--- src/rtl/btn_pkg.sv ---
// Shared types and default timing constants for the button front end.
package btn_pkg;

  typedef enum logic [1:0] {
    RPT_IDLE   = 2'd0,
    RPT_DELAY  = 2'd1,
    RPT_REPEAT = 2'd2
  } rpt_state_t;

  localparam int DEF_DEBOUNCE_CYCLES = 16;
  localparam int DEF_REPEAT_DELAY    = 500000;
  localparam int DEF_REPEAT_PERIOD   = 100000;

  function automatic int max_int(input int a, input int b);
    return (a > b) ? a : b;
  endfunction

endpackage

--- src/rtl/btn_channel.sv ---
// One button channel: synchroniser, counter debounce, edge pulses and
// hold-to-repeat sequencer.
module btn_channel
  import btn_pkg::*;
#(
  parameter int SYNC_STAGES     = 2,
  parameter int DEBOUNCE_CYCLES = DEF_DEBOUNCE_CYCLES,
  parameter int REPEAT_DELAY    = DEF_REPEAT_DELAY,
  parameter int REPEAT_PERIOD   = DEF_REPEAT_PERIOD
) (
  input  logic clk,
  input  logic nrst,
  input  logic en,
  input  logic btn_raw,
  output logic btn_level,
  output logic press_pulse,
  output logic release_pulse,
  output logic repeat_pulse
);

  localparam int CW = $clog2(DEBOUNCE_CYCLES + 1);
  localparam int RW = $clog2(max_int(REPEAT_DELAY, REPEAT_PERIOD) + 1);
  localparam logic [CW-1:0] CNT_LAST    = CW'(DEBOUNCE_CYCLES - 1);
  localparam logic [RW-1:0] DELAY_LOAD  = RW'(REPEAT_DELAY - 1);
  localparam logic [RW-1:0] PERIOD_LOAD = RW'(REPEAT_PERIOD - 1);
  localparam bit            RPT_ON      = (REPEAT_DELAY > 0);

  logic [SYNC_STAGES-1:0] sync_r;
  logic                   sync_s;
  logic [CW-1:0]          cnt_r;
  logic                   level_r;
  logic                   differ_s, flip_s, rise_s, fall_s;
  logic                   press_r, release_r, repeat_r;
  rpt_state_t             state_r, state_s;
  logic [RW-1:0]          rcnt_r, rcnt_s;
  logic                   repeat_s;

  assign sync_s = sync_r[SYNC_STAGES-1];

  // Metastability chain for the asynchronous pad level.
  always_ff @(posedge clk or negedge nrst) begin
    if (!nrst) sync_r <= {SYNC_STAGES{1'b0}};
    else       sync_r <= {sync_r[SYNC_STAGES-2:0], btn_raw};
  end

  // Level flips on the edge that completes DEBOUNCE_CYCLES consecutive disagreements.
  always_comb begin
    differ_s = (sync_s != level_r);
    flip_s   = differ_s && (cnt_r == CNT_LAST);
    rise_s   = flip_s && !level_r;
    fall_s   = flip_s && level_r;
  end

  // Debounce counter and debounced level.
  always_ff @(posedge clk or negedge nrst) begin
    if (!nrst) begin
      cnt_r   <= {CW{1'b0}};
      level_r <= 1'b0;
    end else begin
      if (!differ_s || flip_s) cnt_r <= {CW{1'b0}};
      else                     cnt_r <= cnt_r + CW'(1);
      if (flip_s) level_r <= !level_r;
    end
  end

  // Repeat sequencer next state; leaving on released level or disabled events.
  always_comb begin
    state_s  = state_r;
    rcnt_s   = rcnt_r;
    repeat_s = 1'b0;
    case (state_r)
      RPT_IDLE: begin
        if (RPT_ON && rise_s && en) begin
          state_s = RPT_DELAY;
          rcnt_s  = DELAY_LOAD;
        end else begin
          state_s = RPT_IDLE;
          rcnt_s  = rcnt_r;
        end
      end
      RPT_DELAY, RPT_REPEAT: begin
        if (!level_r || !en) begin
          state_s = RPT_IDLE;
          rcnt_s  = {RW{1'b0}};
        end else if (rcnt_r == {RW{1'b0}}) begin
          state_s  = RPT_REPEAT;
          rcnt_s   = PERIOD_LOAD;
          repeat_s = 1'b1;
        end else begin
          state_s = state_r;
          rcnt_s  = rcnt_r - RW'(1);
        end
      end
      default: begin
        state_s = RPT_IDLE;
        rcnt_s  = {RW{1'b0}};
      end
    endcase
  end

  // Registered event pulses and sequencer state.
  always_ff @(posedge clk or negedge nrst) begin
    if (!nrst) begin
      press_r   <= 1'b0;
      release_r <= 1'b0;
      repeat_r  <= 1'b0;
      state_r   <= RPT_IDLE;
      rcnt_r    <= {RW{1'b0}};
    end else begin
      press_r   <= en && rise_s;
      release_r <= en && fall_s;
      repeat_r  <= repeat_s;
      state_r   <= state_s;
      rcnt_r    <= rcnt_s;
    end
  end

  assign btn_level     = level_r;
  assign press_pulse   = press_r;
  assign release_pulse = release_r;
  assign repeat_pulse  = repeat_r;

endmodule

--- src/rtl/btn_conditioner.sv ---
// N-channel button front end: independent per-channel conditioners plus
// a combined "any press or repeat" event.
module btn_conditioner
  import btn_pkg::*;
#(
  parameter int N_BTN           = 4,
  parameter int SYNC_STAGES     = 2,
  parameter int DEBOUNCE_CYCLES = DEF_DEBOUNCE_CYCLES,
  parameter int REPEAT_DELAY    = DEF_REPEAT_DELAY,
  parameter int REPEAT_PERIOD   = DEF_REPEAT_PERIOD
) (
  input  logic             clk,
  input  logic             nrst,
  input  logic             en,
  input  logic [N_BTN-1:0] btn_raw,
  output logic [N_BTN-1:0] btn_level,
  output logic [N_BTN-1:0] press_pulse,
  output logic [N_BTN-1:0] release_pulse,
  output logic [N_BTN-1:0] repeat_pulse,
  output logic             any_press
);

  for (genvar i = 0; i < N_BTN; i++) begin : g_ch
    btn_channel #(
      .SYNC_STAGES    (SYNC_STAGES),
      .DEBOUNCE_CYCLES(DEBOUNCE_CYCLES),
      .REPEAT_DELAY   (REPEAT_DELAY),
      .REPEAT_PERIOD  (REPEAT_PERIOD)
    ) u_ch (
      .clk          (clk),
      .nrst         (nrst),
      .en           (en),
      .btn_raw      (btn_raw[i]),
      .btn_level    (btn_level[i]),
      .press_pulse  (press_pulse[i]),
      .release_pulse(release_pulse[i]),
      .repeat_pulse (repeat_pulse[i])
    );
  end

  assign any_press = |(press_pulse | repeat_pulse);

endmodule

--- config.mk ---
export PLATFORM = sky130hd
export DESIGN_NAME = btn_conditioner
export DESIGN_NICKNAME = d
export VERILOG_FILES = /design/src/rtl/btn_pkg.sv /design/src/rtl/btn_channel.sv /design/src/rtl/btn_conditioner.sv
export SDC_FILE = /design/constraint.sdc
export NUM_CORES = 1
export LEC_CHECK = 0
export ABC_CLOCK_PERIOD_IN_PS = 4000
export BUFFER_PORTS_ARGS = -buffer_cell sky130_fd_sc_hd__buf_2
export CAP_MARGIN = 20
export CORE_MARGIN = 10
export CORE_UTILIZATION = 35
export DETAILED_ROUTE_END_ITERATION = 10
export GPL_TIMING_DRIVEN = 1
export PLACE_DENSITY = 0.59
export SLEW_MARGIN = 5
export SYNTH_ARGS = -nofsm -noshare
export SYNTH_HDL_FRONTEND = slang
export SYNTH_HIERARCHICAL = 1
export SYNTH_SLANG_ARGS = --single-unit
--- constraint.sdc ---
create_clock -name clk -period 4 [get_ports clk]
set_clock_uncertainty 0.2 [all_clocks]
set_input_delay 0.6 -clock clk [delete_from_list [all_inputs] [get_ports clk]]
set_output_delay 0.6 -clock clk [all_outputs]
set_load 0.005 [all_outputs]
== After elaboration in Yosys (flattened, before gate mapping) ==
Index checks and enable logic that the tools add are counted.
Word-level totals
  register bits after elaboration: 128
  input bits: 7
Cells by class
  add/sub/neg operators: 8
  eq/ne operators: 24
  multiplexer cells: 48
  bitwise operators: 1
  reductions and logical operators: 50
Operator list (number)
  $mux 19: 12
  $pmux 19 s2: 4
  $logic_not 19->1: 4
  $sub 19x1->19 const B: 4
  $add 5x1->5 const B: 4
  $eq 5x4->1 const B: 4
  $logic_and 1x1->1: 20
  $mux 5: 4
  $mux 1: 16
  $mux 2: 8
  $pmux 2 s2: 4
  $ne 3x1->1 const B: 4
  $logic_not 1->1: 9
  $eq 2x1->1 const B: 4
  $eq 2x2->1 const B: 4
  $logic_not 2->1: 4
  $logic_or 1x1->1: 8
  $ne 2x1->1 const B: 4
  $reduce_or 2->1: 4
  $ne 1x1->1: 4
  $or 4x4->4: 1
  $reduce_or 4->1: 1

== Depth between registers and ports, before layout ==
Gate-level depths: netlist of the first run.
  depth after elaboration: 6
  mapped depth: 9
  depth with buffers taken out: 8

== Hierarchy ==
The synthesis of the first run kept the hierarchy.
By module, submodules not included
  btn_channel (g_ch[0].u_ch ...): times used 3, cells an instance 182, area an instance 1677.9 um2, sequential area each 800.8 um2
  btn_channel (g_ch[3].u_ch): times used 1, cells an instance 174, area an instance 1731.7 um2, sequential area each 800.8 um2
  btn_conditioner: times used 1, cells an instance 3, area an instance 16.3 um2, sequential area each 0.0 um2

== Least setup slack after synthesis of the first run ==
No wires, ideal clock.
  kind: reg-to-reg
  start: register g_ch[0].u_ch.rcnt_r[0]
  end: register g_ch[0].u_ch.rcnt_r[12]
  setup time: 0.124 ns
  data arrival time: 1.971 ns
  data required time: 3.676 ns
  slack: 1.705 ns
  stages on the path, launching flop included: 8
  path buffers: 0
  cells stage by stage: dfrtp_1 -> inv_1 -> ha_1 -> nor4b_1 -> nand3b_1 -> or4_1 -> o211ai_1 -> nand2_1
On the way
  longest elaborated chain between the ends: 4
RTL lines
  from (decl): RTL line btn_channel.sv:35  | logic [RW-1:0] rcnt_r, rcnt_s;
  from (signal assigned): RTL line btn_channel.sv:108  | rcnt_r <= {RW{1'b0}};
  from (signal assigned): RTL line btn_channel.sv:114  | rcnt_r <= rcnt_s;
  $sub 19x1->19 / $logic_not 19->1 (equally long branches): RTL line btn_channel.sv:91, btn_channel.sv:85
  $mux 19 *: RTL line btn_channel.sv:85  | end else if (rcnt_r == {RW{1'b0}}) begin
  $mux 19 *: RTL line btn_channel.sv:82  | if (!level_r || !en) begin
  $pmux 19 s2 *: RTL line btn_channel.sv:71  | case (state_r)
Every way passes the cells marked *; elsewhere a longest branch is shown, timed or not.
A chain may end at the register's enable or synchronous reset.

== Worst setup path in the final report of the first run ==
  start: register g_ch[2].u_ch.state_r[0]
  end: register g_ch[2].u_ch.rcnt_r[6]
On the way
  longest elaborated chain between the ends: 3
RTL lines
  from (decl): RTL line btn_channel.sv:34  | rpt_state_t state_r, state_s;
  from (signal assigned): RTL line btn_channel.sv:113  | state_r <= state_s;
  $eq 2x1->1 / $eq 2x2->1 (equally long branches): RTL line btn_channel.sv:71
  $reduce_or 2->1: RTL line btn_channel.sv:71
  $pmux 19 s2: RTL line btn_channel.sv:71
  to (signal assigned): RTL line btn_channel.sv:108
  to (signal assigned): RTL line btn_channel.sv:114
  to (decl): RTL line btn_channel.sv:35
Several ways; a longest one is shown, not always the timed one.

==> results_dict.tcl, run 1 <==
set metrics [dict create \
    multi_input_comb_area_um2 3350 \
    rsz0062_at_grt "no" \
    cp_top_family "compound AO/OA/AOI/OAI gates" \
    comb_power_share_pct 1.9 \
    number_of_synthesized_flops_with_an_enable_pin 0 \
    grt_use_met3_pct 3.07 \
    worst_path_max_delay_cell "sky130_fd_sc_hd__a21oi_1" \
    finish.net_count 784 \
    syn_area_um2 6780 \
    fp.dieW_um 159 \
    count_of_unresolved_drc_violations_after_routing 0 \
    hold_path.class "primary input to async pin" \
    grt.met2_usage_pct 20.1 \
    via_count_of_the_first_global_routing_pass 5448 \
    fin_total_pwr_mw 3.20 \
    layout-drive-gt1-share_pct 11.7 \
    syn2layout_area_growth_pct 16.5 \
    worst_slew_margin_rel_pct 40.2 \
    p_int_mw 2.59 \
    grt_pass1_wl_um 27300 \
    floorplan.die.height_um 159 \
    synthTopCellsByCount "sky130_fd_sc_hd__dfrtp_1 (128), sky130_fd_sc_hd__a21oi_1 (66), sky130_fd_sc_hd__nand2_1 (62), sky130_fd_sc_hd__nor2_1 (62), sky130_fd_sc_hd__o21ai_0 (60)" \
    maximum_vdd_drop_mv 0.290 \
    power.sequential.fraction_pct 41.2 \
    hold_buffers 0 \
    switching_share_pct 19.3 \
    timing.fmax_ghz 0.374 \
    timing.critical_path.slowest_cell_delay_ps 690 \
    dp_hpwl_um 10900 \
    power-per-cell-area_nw_per_um2 405 \
    clk_pwr_share_pct 56.9 \
    maximum_number_of_pins_on_one_net_before_global_route_repair 85 \
    timing.critical_path.from_type "flip-flop" \
    antenna_violations_before_repair 0 \
    clock_transition_at_the_registers_of_the_reported_paths_ps 60 \
    synth-warning-count 6 \
    gp_congestion 0.822 \
    power.leakage_nw 3.89 \
    cp_cell_sequence "inv_1, ha_1, nand3_1, or3_1, a21oi_1, nor2_1, o21ai_0" \
    synth_fp_nets 753 \
    path_buf_inv 1 \
    start_util_pct 35.9 \
    final-seq-area_um2 3200 \
    drv_cap 0 \
    cts_buffers 17 \
    drt-wirelength-per-cell_um 15.6 \
    fill_cells 1896 \
    number_of_i_o_port_buffers 23 \
    setup_violations 0 \
    syn_inst 723 \
    global_route.usage.total_pct 12.8 \
    post_synth_main_area_contributors "sky130_fd_sc_hd__dfrtp_1 (47%), sky130_fd_sc_hd__a21oi_1 (4.9%), sky130_fd_sc_hd__o21ai_0 (4.4%)" \
    criticalPathCategory "flip-flop to flip-flop" \
    total_switching_power_mw 0.616 \
    final.min_clock_period_ps 2670 \
    h-tree-depth 4 \
    synth-async-reset-ratio_pct 100 \
    worstPathRequired_ps 4130 \
    postSynth.topFlopCell "sky130_fd_sc_hd__dfrtp_1" \
    cts_setup_buffers 0 \
    drtPass1Iterations 5 \
    i_o_pins 24 \
    timing_worst_slew_pin_value_ps 891 \
    route.antenna.remaining_nets 0 \
    drt-total-wl_um 16000 \
    antenna_cells 0 \
    netlist.top_cell.by_area "sky130_fd_sc_hd__dfrtp_1" \
    critPathCaptureType "flip-flop" \
    synth_register_bits 128 \
    timing.setup.tns_ps 0 \
    postSynthAreaPerCell_um2 9.38 \
    layout_worst_path_cycle_share_pct 66.9 \
    cts-root-to-sink-buffers 2 \
    slew_violations 0 \
    seq_area_frac_synth_pct 47.2 \
    synthMostInstantiatedCell "sky130_fd_sc_hd__dfrtp_1" \
    insertion_delay_ps 410 \
    clock-root-buffer "sky130_fd_sc_hd__clkbuf_16" \
    cts_sinks 128 \
    path_max_fanout 13 \
    netlist-cell-type-count 62 \
    result_of_the_run "finished, final reports clean" \
    synth_top_area_share_pct 47.2 \
    core-area_um2 18900 \
    global_route.overflow_total 0 \
    row_count 50 \
    final-hold-violation-count 0 \
    dr.first_iter.drc_count 455 \
    worst_ep_arrival_time_ps 2810 \
    global_route.usage.met1_pct 17.1 \
    num_vias 5563 \
    postCtsResizedCells 0 \
    die_area_um2 25300 \
    top_usage_layer "met2" \
    cts_tree "done" \
    drt-vias-per-instance 5.42 \
]
-- layout make-up --
cell class	count	area share (%)
clock buffers	20	5.78
flip-flops and latches	128	40.6
repair buffers	33	2.49
clock inverters	11	2.96
inverters	36	1.71
multi-input cells	538	42.4
well taps	260	4.12
-- metal layers --
metal	vias to the layer above	wire, um
met5	-	0
met4	0	181
met3	19	636
met2	124	7410
met1	2690	7750
li1	2730	-
-- sequential cells by signal, summed over array words and instances (netlist names) --
| signal | cells |
|---|---|
| g_ch.u_ch/cnt_r | 20 |
| g_ch.u_ch/state_r | 8 |
| g_ch.u_ch/btn_level | 4 |
| g_ch.u_ch/rcnt_r | 76 |
| g_ch.u_ch/sync_r | 8 |
| g_ch.u_ch/release_pulse | 4 |
| g_ch.u_ch/repeat_pulse | 4 |
| g_ch.u_ch/press_pulse | 4 |
-- power groups by stage --
stage / clock network [mW] / logic, mW / registers, mW
after CTS: 1.87 / 0.0632 / 1.32
after floorplan: 0 / 0.0236 / 1.34
after detailed placement: 0 / 0.0630 / 1.34
after global routing: 1.93 / 0.0705 / 1.32
final: 1.82 / 0.0597 / 1.32
after global placement: 0 / 0.0619 / 1.34
-- worst paths after layout --
path	start	to	slack, ps	depth (start not counted)
setup reg to reg	g_ch[2].u_ch/state_r[0]$_DFFE_PN0P_	g_ch[2].u_ch/rcnt_r[6]$_DFFE_PN0P_	1330	7
hold / removal	nrst	g_ch[1].u_ch/rcnt_r[4]$_DFFE_PN0P_	30	1
hold reg to reg	g_ch[1].u_ch/sync_r[0]$_DFF_PN0_	g_ch[1].u_ch/sync_r[1]$_DFF_PN0_	150	0
min in group clk	btn_raw[3]	g_ch[3].u_ch/sync_r[0]$_DFF_PN0_	90	1
setup / recovery	g_ch[2].u_ch/state_r[0]$_DFFE_PN0P_	g_ch[2].u_ch/rcnt_r[6]$_DFFE_PN0P_	1330	7
max in group asynchronous	nrst	g_ch[3].u_ch/rcnt_r[8]$_DFFE_PN0P_	2720	2
-- per-stage QoR --
stage	cell area (um^2)	cells	setup WS, ps	hold slack, ps	util (%)
finish	7900	1026	1330	26.0	41.8
global route	7900	1026	1110	62.7	41.8
CTS	7900	1026	1360	64.3	41.8
detailed placement	7210	995	1060	135	38.2
global placement	7210	995	1180	134	38.2
floorplan	6780	723	1710	104	-
-- cells by family after synthesis --
family,after synthesis,share of synthesized area [%]
XOR/XNOR,12,1.55
adder cells (fa/ha/maj),23,4.24
AND/OR/NAND/NOR,294,24.3
flip-flops,128,47.2
multiplexers,4,0.646
buffers and inverters,57,3.39
AO/OA/AOI/OAI,205,18.6
-- layout by cell type, fill, tap and decap left out, types with 5 or more instances in the layout --
| master | count |
|---|---|
| sky130_fd_sc_hd__a211o_1 | 7 |
| sky130_fd_sc_hd__a21o_1 | 5 |
| sky130_fd_sc_hd__a21oi_1 | 66 |
| sky130_fd_sc_hd__and2_1 | 8 |
| sky130_fd_sc_hd__and3_1 | 12 |
| sky130_fd_sc_hd__and4b_1 | 5 |
| sky130_fd_sc_hd__buf_2 | 22 |
| sky130_fd_sc_hd__buf_4 | 10 |
| sky130_fd_sc_hd__bufinv_16 | 7 |
| sky130_fd_sc_hd__clkbuf_16 | 17 |
| sky130_fd_sc_hd__dfrtp_1 | 128 |
| sky130_fd_sc_hd__ha_1 | 23 |
| sky130_fd_sc_hd__inv_1 | 36 |
| sky130_fd_sc_hd__nand2_1 | 62 |
| sky130_fd_sc_hd__nand2b_1 | 6 |
| sky130_fd_sc_hd__nand3_1 | 44 |
| sky130_fd_sc_hd__nand4b_1 | 5 |
| sky130_fd_sc_hd__nor2_1 | 62 |
| sky130_fd_sc_hd__nor3_1 | 19 |
| sky130_fd_sc_hd__nor3b_1 | 7 |
| sky130_fd_sc_hd__nor4_1 | 7 |
| sky130_fd_sc_hd__o211ai_1 | 18 |
| sky130_fd_sc_hd__o21ai_0 | 60 |
| sky130_fd_sc_hd__o22ai_1 | 6 |
| sky130_fd_sc_hd__or3_1 | 11 |
| sky130_fd_sc_hd__or4_1 | 12 |
| sky130_fd_sc_hd__xor2_1 | 8 |
(Power assumes the default switching activity.)
==> inputs of run 2 (changes only) <==
ABC_AREA = 1   (was not set)
ABC_CLOCK_PERIOD_IN_PS = 2500   (was 4000)
clock period = 2.5 ns   (was 4 ns; I/O delays follow)
==> results_dict.tcl, run 2 <==
set metrics [dict create \
    postCtsResizedCells 0 \
    syn_area_um2 7610 \
    final_core_utilization_pct 41.6 \
    insertion_delay_ps 420 \
    worst_ep_arrival_time_ps 2350 \
    placement.setup.worst_slack_ps 307 \
    final-hold-violation-count 0 \
    drt-total-wl_um 16600 \
    final-instance-count-excl-fill 1336 \
    place_area_um2 8100 \
    route.antenna.remaining_nets 0 \
    number_of_i_o_port_buffers 23 \
    synth_xor_xnor_area_share_pct 3.57 \
    cts-root-to-sink-buffers 2 \
    maximum_number_of_pins_on_one_net_before_global_route_repair 53 \
    syn_inst 1003 \
    final_cell_area_um2 8820 \
    core-area_um2 21200 \
    cts_sinks 128 \
    result_of_the_run "finished, final reports clean" \
    netlist-cell-type-count 32 \
    synth-async-reset-ratio_pct 100 \
    synth_top_area_share_pct 42.1 \
    floorplan.die.height_um 167 \
    criticalPathCategory "flip-flop to flip-flop" \
    final_common_cell "sky130_fd_sc_hd__nand2_1" \
    yosys.area_share.simple_pct 36.1 \
    start_util_pct 35.9 \
    power-per-cell-area_nw_per_um2 601 \
    antenna_cells 0 \
    dp_cells 1300 \
    hold_path.class "flip-flop to flip-flop" \
    final.min_clock_period_ps 2210 \
    cts_buffers 17 \
    hold_ws_ps 148 \
    slew_violations 0 \
    hold-path-cell-count 0 \
    clock_transition_at_the_registers_of_the_reported_paths_ps 60 \
    post_synth_main_area_contributors "sky130_fd_sc_hd__dfrtp_1 (42%), sky130_fd_sc_hd__nand2_1 (12%), sky130_fd_sc_hd__inv_1 (7.4%)" \
    global_route.overflow_total 0 \
    path_max_fanout 16 \
    syn2layout_area_growth_pct 15.9 \
    maximum_vdd_drop_mv 0.378 \
    worst_slack_ps 294 \
    fp.dieW_um 167 \
    yosys.area_share.adder_pct 3.78 \
    worstPathRequired_ps 2650 \
    drtPass1Iterations 5 \
    global_route.usage.total_pct 12.5 \
    dp_hpwl_um 12300 \
    drt-wirelength-per-cell_um 12.4 \
    post_synth_mux_area_share_pct 0 \
    h-tree-depth 4 \
    synthTopCellsByCount "sky130_fd_sc_hd__nand2_1 (241), sky130_fd_sc_hd__inv_1 (151), sky130_fd_sc_hd__nor2_1 (136)" \
    synth_fp_nets 1033 \
    cts_tree "done" \
    worst_slew_margin_rel_pct 66.5 \
    count_of_unresolved_drc_violations_after_routing 0 \
    number_of_synthesized_flops_with_an_enable_pin 0 \
    gp_congestion 0.890 \
    layout-drive-gt1-share_pct 15.8 \
    fin_total_pwr_mw 5.30 \
    postSynthAreaPerCell_um2 7.59 \
    die_area_um2 28000 \
    via_count_of_the_first_global_routing_pass 6024 \
    synthMostInstantiatedCell "sky130_fd_sc_hd__nand2_1" \
    reg2reg_depth 10 \
    dr.first_iter.drc_count 368 \
    setup_violations 0 \
    timing.fmax_ghz 0.453 \
    timing.setup.tns_ps 0 \
    largest_register_ff_count 76 \
    timing_worst_slew_pin_value_ps 503 \
    critPathCaptureType "flip-flop" \
    synth_top_family_by_area "simple AND/OR/NAND/NOR gates" \
    seq_area_frac_synth_pct 42.1 \
    num_vias 6136 \
    synth_compound_area_share_pct 5.75 \
    rsz0062_at_grt "no" \
    netlist.top_cell.by_area "sky130_fd_sc_hd__dfrtp_1" \
    row_count 53 \
    power.leakage_nw 4.76 \
    clock-root-buffer "sky130_fd_sc_hd__clkbuf_16" \
    antenna_violations_before_repair 0 \
    i_o_pins 24 \
    drv_cap 0 \
    layout_worst_path_cycle_share_pct 88.3 \
    synth-warning-count 6 \
    finish.net_count 1079 \
    postSynth.topFlopCell "sky130_fd_sc_hd__dfrtp_1" \
    max_flop_register "g_ch.u_ch/rcnt_r" \
    timing.critical_path.from_type "flip-flop" \
    reg_top3 "g_ch.u_ch/rcnt_r: 76 flops, g_ch.u_ch/cnt_r: 20 flops" \
    layout_common_cells "sky130_fd_sc_hd__nand2_1 (241), sky130_fd_sc_hd__inv_1 (151), sky130_fd_sc_hd__nor2_1 (136)" \
    drt-vias-per-instance 4.59 \
    synth_register_bits 128 \
    grt_pass1_wl_um 29600 \
]
[run 2: critical path, cell delays in order (launching register included)]
cell,delay [ps]
sky130_fd_sc_hd__dfrtp_1,370
sky130_fd_sc_hd__ha_1,180
sky130_fd_sc_hd__nand2_1,70
sky130_fd_sc_hd__nor2_1,100
sky130_fd_sc_hd__ha_1,200
sky130_fd_sc_hd__nand4_2,120
sky130_fd_sc_hd__nand2_2,280
sky130_fd_sc_hd__nand3_2,180
sky130_fd_sc_hd__inv_1,220
sky130_fd_sc_hd__nand3_1,100
sky130_fd_sc_hd__nand3_1,110
[run 2: power breakdown]
part | switching (mW) | leakage, nW | internal [mW]
clock | 0.914 | 0.324 | 1.92
combinational | 0.230 | 2.71 | 0.108
sequential | 0.0254 | 1.73 | 2.10
total | 1.17 | 4.76 | 4.13
[run 2: cell families (layout without fill, tap and decap cells)]
logic type,Yosys count,after routing
AO/OA/AOI/OAI,72,72
XOR/XNOR,31,31
adder cells (fa/ha/maj),23,23
buffers and inverters,174,232
flip-flops,128,128
AND/OR/NAND/NOR,575,575
[run 2: routing by layer]
layer  GRT usage (%)  wire length, um  vias up
met3            2.81              647       12
met5               0                0        -
met2            19.3             7520       93
met4            4.73              212        0
met1            16.7             8200     2813
li1                -                -     3218
[run 2: layout make-up]
class,instances,area [um^2]
Multi-Input combinational cell,701,3750
Fill cell,2131,12400
Tap cell,275,344
Inverter,170,641
Clock inverter,10,206
Clock buffer,21,460
Sequential cell,128,3200
Timing Repair Buffer,31,219
[run 2: path summary, 6_finish.rpt]
| path | startpoint | to | slack, ps |
|---|---|---|---|
| setup / recovery | g_ch[1].u_ch/cnt_r[0]$_DFF_PN0_ | g_ch[1].u_ch/rcnt_r[16]$_DFFE_PN0P_ | 290 |
| hold / removal | g_ch[3].u_ch/sync_r[0]$_DFF_PN0_ | g_ch[3].u_ch/sync_r[1]$_DFF_PN0_ | 150 |
| setup reg to reg | g_ch[1].u_ch/cnt_r[0]$_DFF_PN0_ | g_ch[1].u_ch/rcnt_r[16]$_DFFE_PN0P_ | 290 |
| hold reg to reg | g_ch[3].u_ch/sync_r[0]$_DFF_PN0_ | g_ch[3].u_ch/sync_r[1]$_DFF_PN0_ | 150 |
| max in group asynchronous | nrst | g_ch[1].u_ch/rcnt_r[1]$_DFFE_PN0P_ | 1220 |
| min in group asynchronous | nrst | g_ch[3].u_ch/rcnt_r[12]$_DFFE_PN0P_ | 290 |
[run 2: repair_timing]
| item | in CTS | in global routing |
|---|---|---|
| endpoints found under the hold margin | 54 | 0 |
| buffers inserted | 0 | 0 |
| hold buffers | 5 | 0 |
==> inputs of run 3 (changes only) <==
GPL_TIMING_DRIVEN = 0   (was 1)
==> results_dict.tcl, run 3 (synthesis results as in run 2) <==
set metrics [dict create \
    result_of_the_run "finished, final reports clean" \
    largest_register_ff_count 76 \
    cts_buffers 17 \
    cts_tree "done" \
    final-instance-count-excl-fill 1339 \
    layout_worst_path_cycle_share_pct 89.4 \
    drt-total-wl_um 16800 \
    crit-reg2reg-capture "g_ch[3].u_ch/rcnt_r[9]$_DFFE_PN0P_" \
    reg_top3 "g_ch.u_ch/rcnt_r: 76 flops, g_ch.u_ch/cnt_r: 20 flops" \
    drtPass1Iterations 4 \
    layout_common_cells "sky130_fd_sc_hd__nand2_1 (241), sky130_fd_sc_hd__inv_1 (151), sky130_fd_sc_hd__nor2_1 (136)" \
    num_vias 6240 \
    drt-wirelength-per-cell_um 12.6 \
    slew_violations 0 \
    dr.first_iter.drc_count 473 \
    final_core_utilization_pct 41.5 \
    power.leakage_nw 4.77 \
    total_switching_power_mw 1.18 \
    criticalPathCategory "flip-flop to flip-flop" \
    critPathCaptureType "flip-flop" \
    count_of_unresolved_drc_violations_after_routing 0 \
    hold_path.class "flip-flop to flip-flop" \
    reg2reg_slack_ps 270 \
    fp.dieW_um 167 \
    worst_hold_end "g_ch[3].u_ch/sync_r[1]$_DFF_PN0_" \
    hold-path-cell-count 0 \
    comb_power_share_pct 6.4 \
    dp_hpwl_um 12300 \
    final.min_clock_period_ps 2230 \
    cts_sinks 128 \
    route.antenna.remaining_nets 0 \
    cts-root-to-sink-buffers 2 \
    dp_cells 1302 \
    clock_transition_at_the_registers_of_the_reported_paths_ps 60 \
    path_max_fanout 8 \
    floorplan.die.height_um 167 \
    insertion_delay_ps 420 \
    timing.setup.tns_ps 0 \
    via_count_of_the_first_global_routing_pass 6209 \
    reg2reg_depth 12 \
    timing.fmax_ghz 0.448 \
    global_route.overflow_total 0 \
    maximum_vdd_drop_mv 0.432 \
    syn2layout_area_growth_pct 15.7 \
    maximum_number_of_pins_on_one_net_before_global_route_repair 71 \
    die_area_um2 28000 \
    grt_pass1_wl_um 29400 \
    rsz0062_at_grt "no" \
    layout-drive-gt1-share_pct 16.2 \
    clk_pwr_share_pct 52.9 \
    core-area_um2 21200 \
    power-per-cell-area_nw_per_um2 594 \
    timing.critical_path.from_type "flip-flop" \
    number_of_i_o_port_buffers 23 \
    fin_total_pwr_mw 5.23 \
    antenna_cells 0 \
    i_o_pins 24 \
    timing_worst_slew_pin_value_ps 667 \
    worst_slack_ps 266 \
    worstReg2RegStart "g_ch[3].u_ch/cnt_r[0]$_DFF_PN0_" \
    final-hold-violation-count 0 \
    worst_slew_margin_rel_pct 55.5 \
    gp_congestion 0.880 \
    finish.net_count 1081 \
    h-tree-depth 4 \
    worst_ep_arrival_time_ps 2380 \
    max_flop_register "g_ch.u_ch/rcnt_r" \
    worstPathRequired_ps 2640 \
    power.sequential.fraction_pct 40.7 \
    placement.setup.worst_slack_ps 269 \
    final_common_cell "sky130_fd_sc_hd__nand2_1" \
    switching_share_pct 22.5 \
    global_route.usage.total_pct 12.4 \
    drt-vias-per-instance 4.66 \
    setup_violations 0 \
    min-delay-start "g_ch[3].u_ch/sync_r[0]$_DFF_PN0_" \
    row_count 53 \
    start_util_pct 35.9 \
    antenna_violations_before_repair 0 \
    p_int_mw 4.05 \
    clock-root-buffer "sky130_fd_sc_hd__clkbuf_16" \
    drv_cap 0 \
    postCtsResizedCells 0 \
]
## run 3: changes by cell type in the layout (fill, tap and decap cells not counted)
| cell | previous run | this run |
|---|---|---|
| sky130_fd_sc_hd__buf_12 | 2 | 0 |
| sky130_fd_sc_hd__buf_4 | 1 | 0 |
| sky130_fd_sc_hd__inv_6 | 1 | 0 |
| sky130_fd_sc_hd__clkinv_4 | 0 | 1 |
| sky130_fd_sc_hd__clkinv_2 | 2 | 5 |
| sky130_fd_sc_hd__clkbuf_8 | 2 | 3 |
| sky130_fd_sc_hd__bufinv_16 | 6 | 5 |
| sky130_fd_sc_hd__buf_16 | 0 | 1 |
| sky130_fd_sc_hd__clkinvlp_4 | 1 | 0 |
| sky130_fd_sc_hd__clkbuf_1 | 2 | 1 |
| sky130_fd_sc_hd__buf_2 | 22 | 26 |
## run 3: worst max-delay path, stage by stage (launching register included)
cell,delay [ps]
sky130_fd_sc_hd__dfrtp_1,380
sky130_fd_sc_hd__ha_1,190
sky130_fd_sc_hd__nand2_1,80
sky130_fd_sc_hd__nor2_1,100
sky130_fd_sc_hd__ha_1,210
sky130_fd_sc_hd__nand4_2,190
sky130_fd_sc_hd__nand2_4,190
sky130_fd_sc_hd__inv_4,80
sky130_fd_sc_hd__nor2_8,170
sky130_fd_sc_hd__nand2_4,110
sky130_fd_sc_hd__inv_2,110
sky130_fd_sc_hd__o21ai_1,70
sky130_fd_sc_hd__o21ai_1,90
## run 3: stage by stage
stage / hold slack, ps / cell area, um^2
3_5_place_dp: 136 / 8100
6_report: 146 / 8810
2_1_floorplan: -121 / 7610
3_3_place_gp: 135 / 8070
5_1_grt: 152 / 8810
4_1_cts: 145 / 8810
## run 3: layout make-up
| class | count | area [um^2] |
|---|---|---|
| inverters | 170 | 641 |
| repair buffers | 29 | 199 |
| flip-flops and latches | 128 | 3200 |
| multi-input cells | 701 | 3750 |
| clock buffers | 21 | 470 |
| clock inverters | 11 | 184 |
| well taps | 275 | 344 |
| fillers | 2129 | 12400 |
| plain buffers | 4 | 20.0 |
## run 3: routing by layer
layer	share of wire [%]	vias up	global-route usage, %
met5	0	-	0
met2	46	89	20.0
met1	48	2902	15.7
met3	4.0	21	3.11
li1	-	3228	-
met4	2.0	0	4.73
## run 3: power by group through the flow
| stage | Combinational [mW] | Clock (mW) | Sequential, mW |
|---|---|---|---|
| after global placement | 0.318 | 0 | 2.17 |
| after detailed placement | 0.331 | 0 | 2.17 |
| after global routing | 0.388 | 2.91 | 2.13 |
| after CTS | 0.339 | 2.85 | 2.13 |
| after floorplan | 0.223 | 0 | 2.16 |
| final | 0.334 | 2.77 | 2.13 |
## run 3: worst max path at each step
stage,start,endpoint,slack [ps],cells past startpoint
4_1_cts,g_ch[3].u_ch/cnt_r[0]$_DFF_PN0_,g_ch[3].u_ch/rcnt_r[9]$_DFFE_PN0P_,240,12
3_5_place_dp,g_ch[3].u_ch/cnt_r[0]$_DFF_PN0_,g_ch[3].u_ch/rcnt_r[9]$_DFFE_PN0P_,270,12
5_1_grt,g_ch[3].u_ch/cnt_r[0]$_DFF_PN0_,g_ch[3].u_ch/rcnt_r[9]$_DFFE_PN0P_,90,12
6_report,g_ch[3].u_ch/cnt_r[0]$_DFF_PN0_,g_ch[3].u_ch/rcnt_r[9]$_DFFE_PN0P_,270,12
3_3_place_gp,nrst,g_ch[1].u_ch/rcnt_r[15]$_DFFE_PN0P_,-960,1
2_1_floorplan,g_ch[3].u_ch/cnt_r[0]$_DFF_PN0_,g_ch[3].u_ch/rcnt_r[2]$_DFFE_PN0P_,610,12
## run 3: repair_timing
item                                    in CTS  in global routing
setup buffers                                0                  0
hold buffers                                 5                  0
endpoints found under the setup margin       0                  0
hold endpoints to repair                    73                  0
